--- src/rtl/sobel_pkg.sv ---
// Shared widths, window layout and helpers for the Sobel window engine.
// Window index convention: w[r][c], r=0 is the top row, c=2 the newest column.
package sobel_pkg;

  localparam int PIX_W   = 8;
  localparam int SUM_W   = 10;
  localparam int GRAD_W  = 11;
  localparam int MAG_MAX = 255;

  typedef logic [2:0][2:0][PIX_W-1:0] win_t;

  // 1-2-1 weighted sum of three pixels
  function automatic logic [SUM_W-1:0] psum(
    input logic [PIX_W-1:0] a,
    input logic [PIX_W-1:0] b,
    input logic [PIX_W-1:0] c
  );
    return {2'b00, a} + {1'b0, b, 1'b0} + {2'b00, c};
  endfunction

endpackage

--- src/rtl/sobel_grad_pipe.sv ---
// Three-stage Sobel arithmetic: partial sums, |Gx|+|Gy|, saturation and threshold.
// Stages advance every cycle; valid and done tags ride alongside the data.
module sobel_grad_pipe
  import sobel_pkg::*;
#(
  parameter int THRESHOLD = 100
) (
  input  logic             clk,
  input  logic             rst_n,
  input  win_t             win,
  input  logic             win_v,
  input  logic             win_done,
  output logic [PIX_W-1:0] mag,
  output logic             edge_hit,
  output logic             mag_v,
  output logic             mag_done
);

  localparam logic [PIX_W-1:0]  THR = PIX_W'(THRESHOLD);
  localparam logic [GRAD_W-1:0] SAT = GRAD_W'(MAG_MAX);

  logic [SUM_W-1:0]  gx_p, gx_n, gy_p, gy_n;
  logic              s1_v, s1_d;
  logic [GRAD_W-1:0] s2_sum;
  logic              s2_v, s2_d;

  logic signed [GRAD_W-1:0] gx, gy;
  logic [GRAD_W-1:0]        ax, ay, abs_sum;
  logic [PIX_W-1:0]         sat_mag;

  always_comb begin
    gx      = $signed({1'b0, gx_p}) - $signed({1'b0, gx_n});
    gy      = $signed({1'b0, gy_p}) - $signed({1'b0, gy_n});
    ax      = gx[GRAD_W-1] ? (~gx + GRAD_W'(1)) : gx;
    ay      = gy[GRAD_W-1] ? (~gy + GRAD_W'(1)) : gy;
    abs_sum = ax + ay;
    sat_mag = (s2_sum > SAT) ? PIX_W'(MAG_MAX) : s2_sum[PIX_W-1:0];
  end

  always_ff @(posedge clk or negedge rst_n) begin
    if (!rst_n) begin
      gx_p     <= '0;
      gx_n     <= '0;
      gy_p     <= '0;
      gy_n     <= '0;
      s1_v     <= 1'b0;
      s1_d     <= 1'b0;
      s2_sum   <= '0;
      s2_v     <= 1'b0;
      s2_d     <= 1'b0;
      mag      <= '0;
      edge_hit <= 1'b0;
      mag_v    <= 1'b0;
      mag_done <= 1'b0;
    end else begin
      gx_p     <= psum(win[0][2], win[1][2], win[2][2]);
      gx_n     <= psum(win[0][0], win[1][0], win[2][0]);
      gy_p     <= psum(win[2][0], win[2][1], win[2][2]);
      gy_n     <= psum(win[0][0], win[0][1], win[0][2]);
      s1_v     <= win_v;
      s1_d     <= win_done;
      s2_sum   <= abs_sum;
      s2_v     <= s1_v;
      s2_d     <= s1_d;
      mag      <= sat_mag;
      edge_hit <= sat_mag >= THR;
      mag_v    <= s2_v;
      mag_done <= s2_d;
    end
  end

endmodule

--- src/rtl/sobel_window_engine.sv ---
// 3x3 window assembly with row/column tracking; border windows never leave here.
// Feeds the Sobel gradient pipe and tags the last interior window of a frame.
module sobel_window_engine
  import sobel_pkg::*;
#(
  parameter int WIDTH     = 128,
  parameter int HEIGHT    = 128,
  parameter int THRESHOLD = 100
) (
  input  logic             clk,
  input  logic             rst_n,
  input  logic             sof_i,
  input  logic             valid_i,
  input  logic [PIX_W-1:0] pix_i,
  input  logic [PIX_W-1:0] row1_i,
  input  logic [PIX_W-1:0] row2_i,
  output logic             valid_o,
  output logic [PIX_W-1:0] mag_o,
  output logic             edge_o,
  output logic             frame_done_o
);

  localparam int CW = (WIDTH  > 1) ? $clog2(WIDTH)  : 1;
  localparam int RW = (HEIGHT > 1) ? $clog2(HEIGHT) : 1;

  logic [CW-1:0] col_cnt, cur_col;
  logic [RW-1:0] row_cnt, cur_row;
  logic          col_last, row_last, interior;
  win_t          win;
  logic          win_v, win_done;

  // sof overrides the running position, so the accepted pixel is (0,0)
  always_comb begin
    cur_col  = sof_i ? '0 : col_cnt;
    cur_row  = sof_i ? '0 : row_cnt;
    col_last = cur_col == CW'(WIDTH - 1);
    row_last = cur_row == RW'(HEIGHT - 1);
    interior = (cur_col >= CW'(2)) && (cur_row >= RW'(2));
  end

  always_ff @(posedge clk or negedge rst_n) begin
    if (!rst_n) begin
      col_cnt  <= '0;
      row_cnt  <= '0;
      win      <= '0;
      win_v    <= 1'b0;
      win_done <= 1'b0;
    end else begin
      win_v    <= valid_i && interior;
      win_done <= valid_i && interior && col_last && row_last;
      if (valid_i) begin
        col_cnt <= col_last ? '0 : cur_col + CW'(1);
        if (col_last)
          row_cnt <= row_last ? '0 : cur_row + RW'(1);
        else
          row_cnt <= cur_row;
        for (int r = 0; r < 3; r++) begin
          win[r][0] <= win[r][1];
          win[r][1] <= win[r][2];
        end
        win[0][2] <= row2_i;
        win[1][2] <= row1_i;
        win[2][2] <= pix_i;
      end
    end
  end

  sobel_grad_pipe #(
    .THRESHOLD(THRESHOLD)
  ) u_pipe (
    .clk      (clk),
    .rst_n    (rst_n),
    .win      (win),
    .win_v    (win_v),
    .win_done (win_done),
    .mag      (mag_o),
    .edge_hit (edge_o),
    .mag_v    (valid_o),
    .mag_done (frame_done_o)
  );

endmodule

--- config.mk ---
export PLATFORM = sky130hd
export DESIGN_NAME = sobel_window_engine
export DESIGN_NICKNAME = d
export VERILOG_FILES = /design/src/rtl/sobel_pkg.sv /design/src/rtl/sobel_grad_pipe.sv /design/src/rtl/sobel_window_engine.sv
export SDC_FILE = /design/constraint.sdc
export NUM_CORES = 1
export LEC_CHECK = 0
export CAP_MARGIN = 20
export CORE_UTILIZATION = 45
export CTS_BUF_LIST = sky130_fd_sc_hd__clkbuf_2 sky130_fd_sc_hd__clkbuf_4 sky130_fd_sc_hd__clkbuf_8
export DETAILED_ROUTE_END_ITERATION = 8
export PLACE_DENSITY = 0.73
export SLEW_MARGIN = 20
export SYNTH_ARGS = -nofsm -noshare
export SYNTH_HDL_FRONTEND = slang
export SYNTH_HIERARCHICAL = 1
export SYNTH_SLANG_ARGS = --single-unit
--- constraint.sdc ---
create_clock -name clk -period 12.7 [get_ports clk]
set_input_delay 1.27 -clock clk [delete_from_list [all_inputs] [get_ports clk]]
set_output_delay 1.27 -clock clk [all_outputs]
set_load 0.02 [all_outputs]
==> impl_metrics.ini <==
[logic_synthesis]
ys_ff_latch = 154
synth_cell_types = 67
syn_avg_cell_area_um2 = 11.6
synth_cells = 771
synth_edf_count = 0
ys_async_sr_fraction_pct = 100
ys_warn_count = 6
synth_fp_nets = 904
synth_area_um2 = 8920
synth_ff_type = dfrtp_1
seq_area_frac_synth_pct = 43.2

[routing]
avgRoutedWirePerCell_um = 13.7
wirelength_um = 14900
firstDrtPassIters = 4
via_per_inst = 5.10
drc_errors = 0
final_antenna_net_count = 0
drtIter0Drc = 195
vias = 5571

[finish]
multi_input_comb_area_um2 = 4690
antenna-diode-count = 0
areaGrowthSynthToFinish_pct = 11.8
design_area_um2 = 9970
fillerInstances = 1738
seqCellArea_um2 = 3850
fin_nets = 947
drive_above_1_share_pct = 16.0

[clock_network]
post_cts_buffers = 0
cts_tree = yes
hold_buffers = 0
cts_resized = 0
clock_sinks = 154
cts_buffers = 17
htreeDepth = 4
insertion_delay_ns = 0.46
cts.root.buffer_cell = clkbuf_8
cts_buffer_depth = 2
path_clk_slew_ns = 0.09

[critical_path]
reg2reg_to = u_pipe/s2_sum[10]$_DFF_PN0_
ff2ff_setup_slack_ns = 8.12
arrival_ns = 4.90
cp_slowest_cell = fa_1
crit_path_max_incr_delay_ns = 0.47
required_ns = 13.02
critPathCaptureType = register
crit_chain = inv_1, ha_1, inv_1, fa_1, a211oi_2, o21bai_1, a2111oi_2, nor2_1, a31o_1, nor2_1, xnor2_1, ha_1, nor2b_1, o21ai_0, a21oi_1, o41ai_1, o21ai_0, xor3_1
startpoint_type = register
reg2reg_depth = 18
path_class = register to register
r2r-start = u_pipe/gx_p[0]$_DFF_PN0_
critPathMaxFanout = 10

[global_routing]
grt_pass1_vias = 5440
grt_use_total_pct = 16.0
met1_usage_pct = 21.6
overflow = 0
grt_busiest_layer = met2
use_met2_pct = 25.7
grt_antenna_before_repair = 0
use_met3_pct = 3.99
grt_start_max_net_pins = 82
grt_pass1_wl_um = 25700

[run_status]
status = finished, final reports clean

[die]
die_area_um2 = 20400
die_w_um = 143
core_area_um2 = 19500
boundaryPins = 39
die_y_um = 143
start_util_pct = 45.8
num_rows = 51

[timing]
hold_violations = 0
rsz0062_at_grt = false
maxSlewHeadroom_pct = 35.7
worstMarginPinSlew_ns = 0.965
period_share_pct = 36.1
fin_skew_ns = 0.0150
max_freq_ghz = 0.218
setup_viol = 0
fin_crit_ns = 4.58
setup_tns_ns = 0
finalMaxSlewViolations = 0

[hold_path]
whs_path_depth = 0
min_from = u_pipe/s1_d$_DFF_PN0_
hp-class = register to register
min_to = u_pipe/s2_d$_DFF_PN0_

[place]
hpwl_um = 11100
place.gp.congestion = 0.788
io_buffer_count = 38
place_area_um2 = 9550

[flow_run]
drv_cap = 0
## cells in the mapped netlist (all sizes together) (14+ instances only)
| master | count | area share [%] |
|---|---|---|
| dfrtp | 154 | 43 |
| buf | 14 | 0.86 |
| o21ai | 25 | 1.4 |
| xnor2 | 40 | 3.9 |
| nor2 | 36 | 1.6 |
| inv | 78 | 3.3 |
| mux2 | 74 | 9.3 |
| fa | 35 | 7.9 |
| a21o | 16 | 1.3 |
| nor3 | 18 | 1.0 |
| nand2b | 17 | 1.2 |
| nand2 | 25 | 1.1 |
| xor2 | 16 | 1.7 |
| ha | 70 | 9.8 |
| a21oi | 39 | 2.2 |
## cell usage in the layout, fill, tap and decap left out, types with 6 or more instances in the layout
master           instances
nor4_1                   6
nand2_1                 25
nor2_1                  35
nor3_1                  18
nand2b_1                17
dfrtp_1                154
nor2b_1                 10
mux2_2                  74
ha_1                    70
o21ai_0                 23
a21o_1                  16
a21oi_1                 39
clkbuf_8                18
nand3_1                 10
xor2_1                  15
fa_1                    35
clkdlybuf4s50_1         36
o21bai_1                 7
inv_1                   78
xnor2_1                 40
## area by class of cell
| type | instances | share of cell area [%] |
|---|---|---|
| repair buffers | 40 | 4.16 |
| flip-flops and latches | 154 | 38.7 |
| clock inverters | 13 | 1.33 |
| multi-input cells | 523 | 47.0 |
| well taps | 265 | 3.33 |
| inverters | 78 | 2.94 |
| clock buffers | 19 | 2.56 |
## sequential cells by signal, summed over array words and instances (netlist names), 8 cells and up
register       flops
win               72
u_pipe/s2_sum     11
u_pipe/gx_n       10
u_pipe/gx_p       10
u_pipe/gy_n       10
u_pipe/gy_p       10
u_pipe/mag         8
## stage by stage
stage / setup WS, ns / hold slack, ns / cells / utilization, %
final: 8.12 / 0.356 / 1092 / 51.2
after global routing: 7.70 / 0.366 / 1092 / 51.2
after CTS: 8.09 / 0.359 / 1091 / 51.1
after detailed placement: 8.12 / 0.338 / 1059 / 49.1
after global placement: 8.30 / 0.331 / 1059 / 49.1
after floorplan: 8.55 / 0.331 / 771 / -
## worst max path at each step
stage	startpoint	end	slack (ns)	cells after the start
floorplan	u_pipe/gx_p[0]$_DFF_PN0_	u_pipe/s2_sum[10]$_DFF_PN0_	8.55	19
global placement	u_pipe/gx_p[0]$_DFF_PN0_	u_pipe/s2_sum[10]$_DFF_PN0_	8.30	18
detailed placement	u_pipe/gx_p[0]$_DFF_PN0_	u_pipe/s2_sum[10]$_DFF_PN0_	8.12	18
CTS	u_pipe/gx_p[0]$_DFF_PN0_	u_pipe/s2_sum[10]$_DFF_PN0_	8.09	18
global route	u_pipe/gx_p[0]$_DFF_PN0_	u_pipe/s2_sum[10]$_DFF_PN0_	7.70	18
finish	u_pipe/gx_p[0]$_DFF_PN0_	u_pipe/s2_sum[10]$_DFF_PN0_	8.12	18
## critical path, delay by kind of cell, from the launching register on
kind | cells | cell delay [ns]
fa+ha+maj | 3 | 0.97
buf+inv | 2 | 0.10
flops | 1 | 0.36
xor+xnor | 2 | 0.48
compound gates | 8 | 2.09
simple gates | 3 | 0.45
## layer usage
metal | up-vias | share of wire, %
li1 | 2764 | -
met3 | 17 | 2.4
met1 | 2730 | 49
met4 | 0 | 0.96
met2 | 60 | 48
met5 | - | 0
## cell families (layout without fill, tap and decap cells)
| kind of cell | count (synthesis) | after routing | synth area share (%) |
|---|---|---|---|
| buffers and inverters | 94 | 150 | 4.22 |
| AND/OR/NAND/NOR | 154 | 154 | 9.58 |
| multiplexers | 77 | 77 | 9.68 |
| XOR/XNOR | 57 | 57 | 5.85 |
| AO/OA/AOI/OAI | 130 | 130 | 9.77 |
| adder cells (fa/ha/maj) | 105 | 105 | 17.7 |
| flip-flops | 154 | 154 | 43.2 |
Power is not shown: default switching activity piles up to over one toggle a cycle in this logic, so the estimate is an artifact.
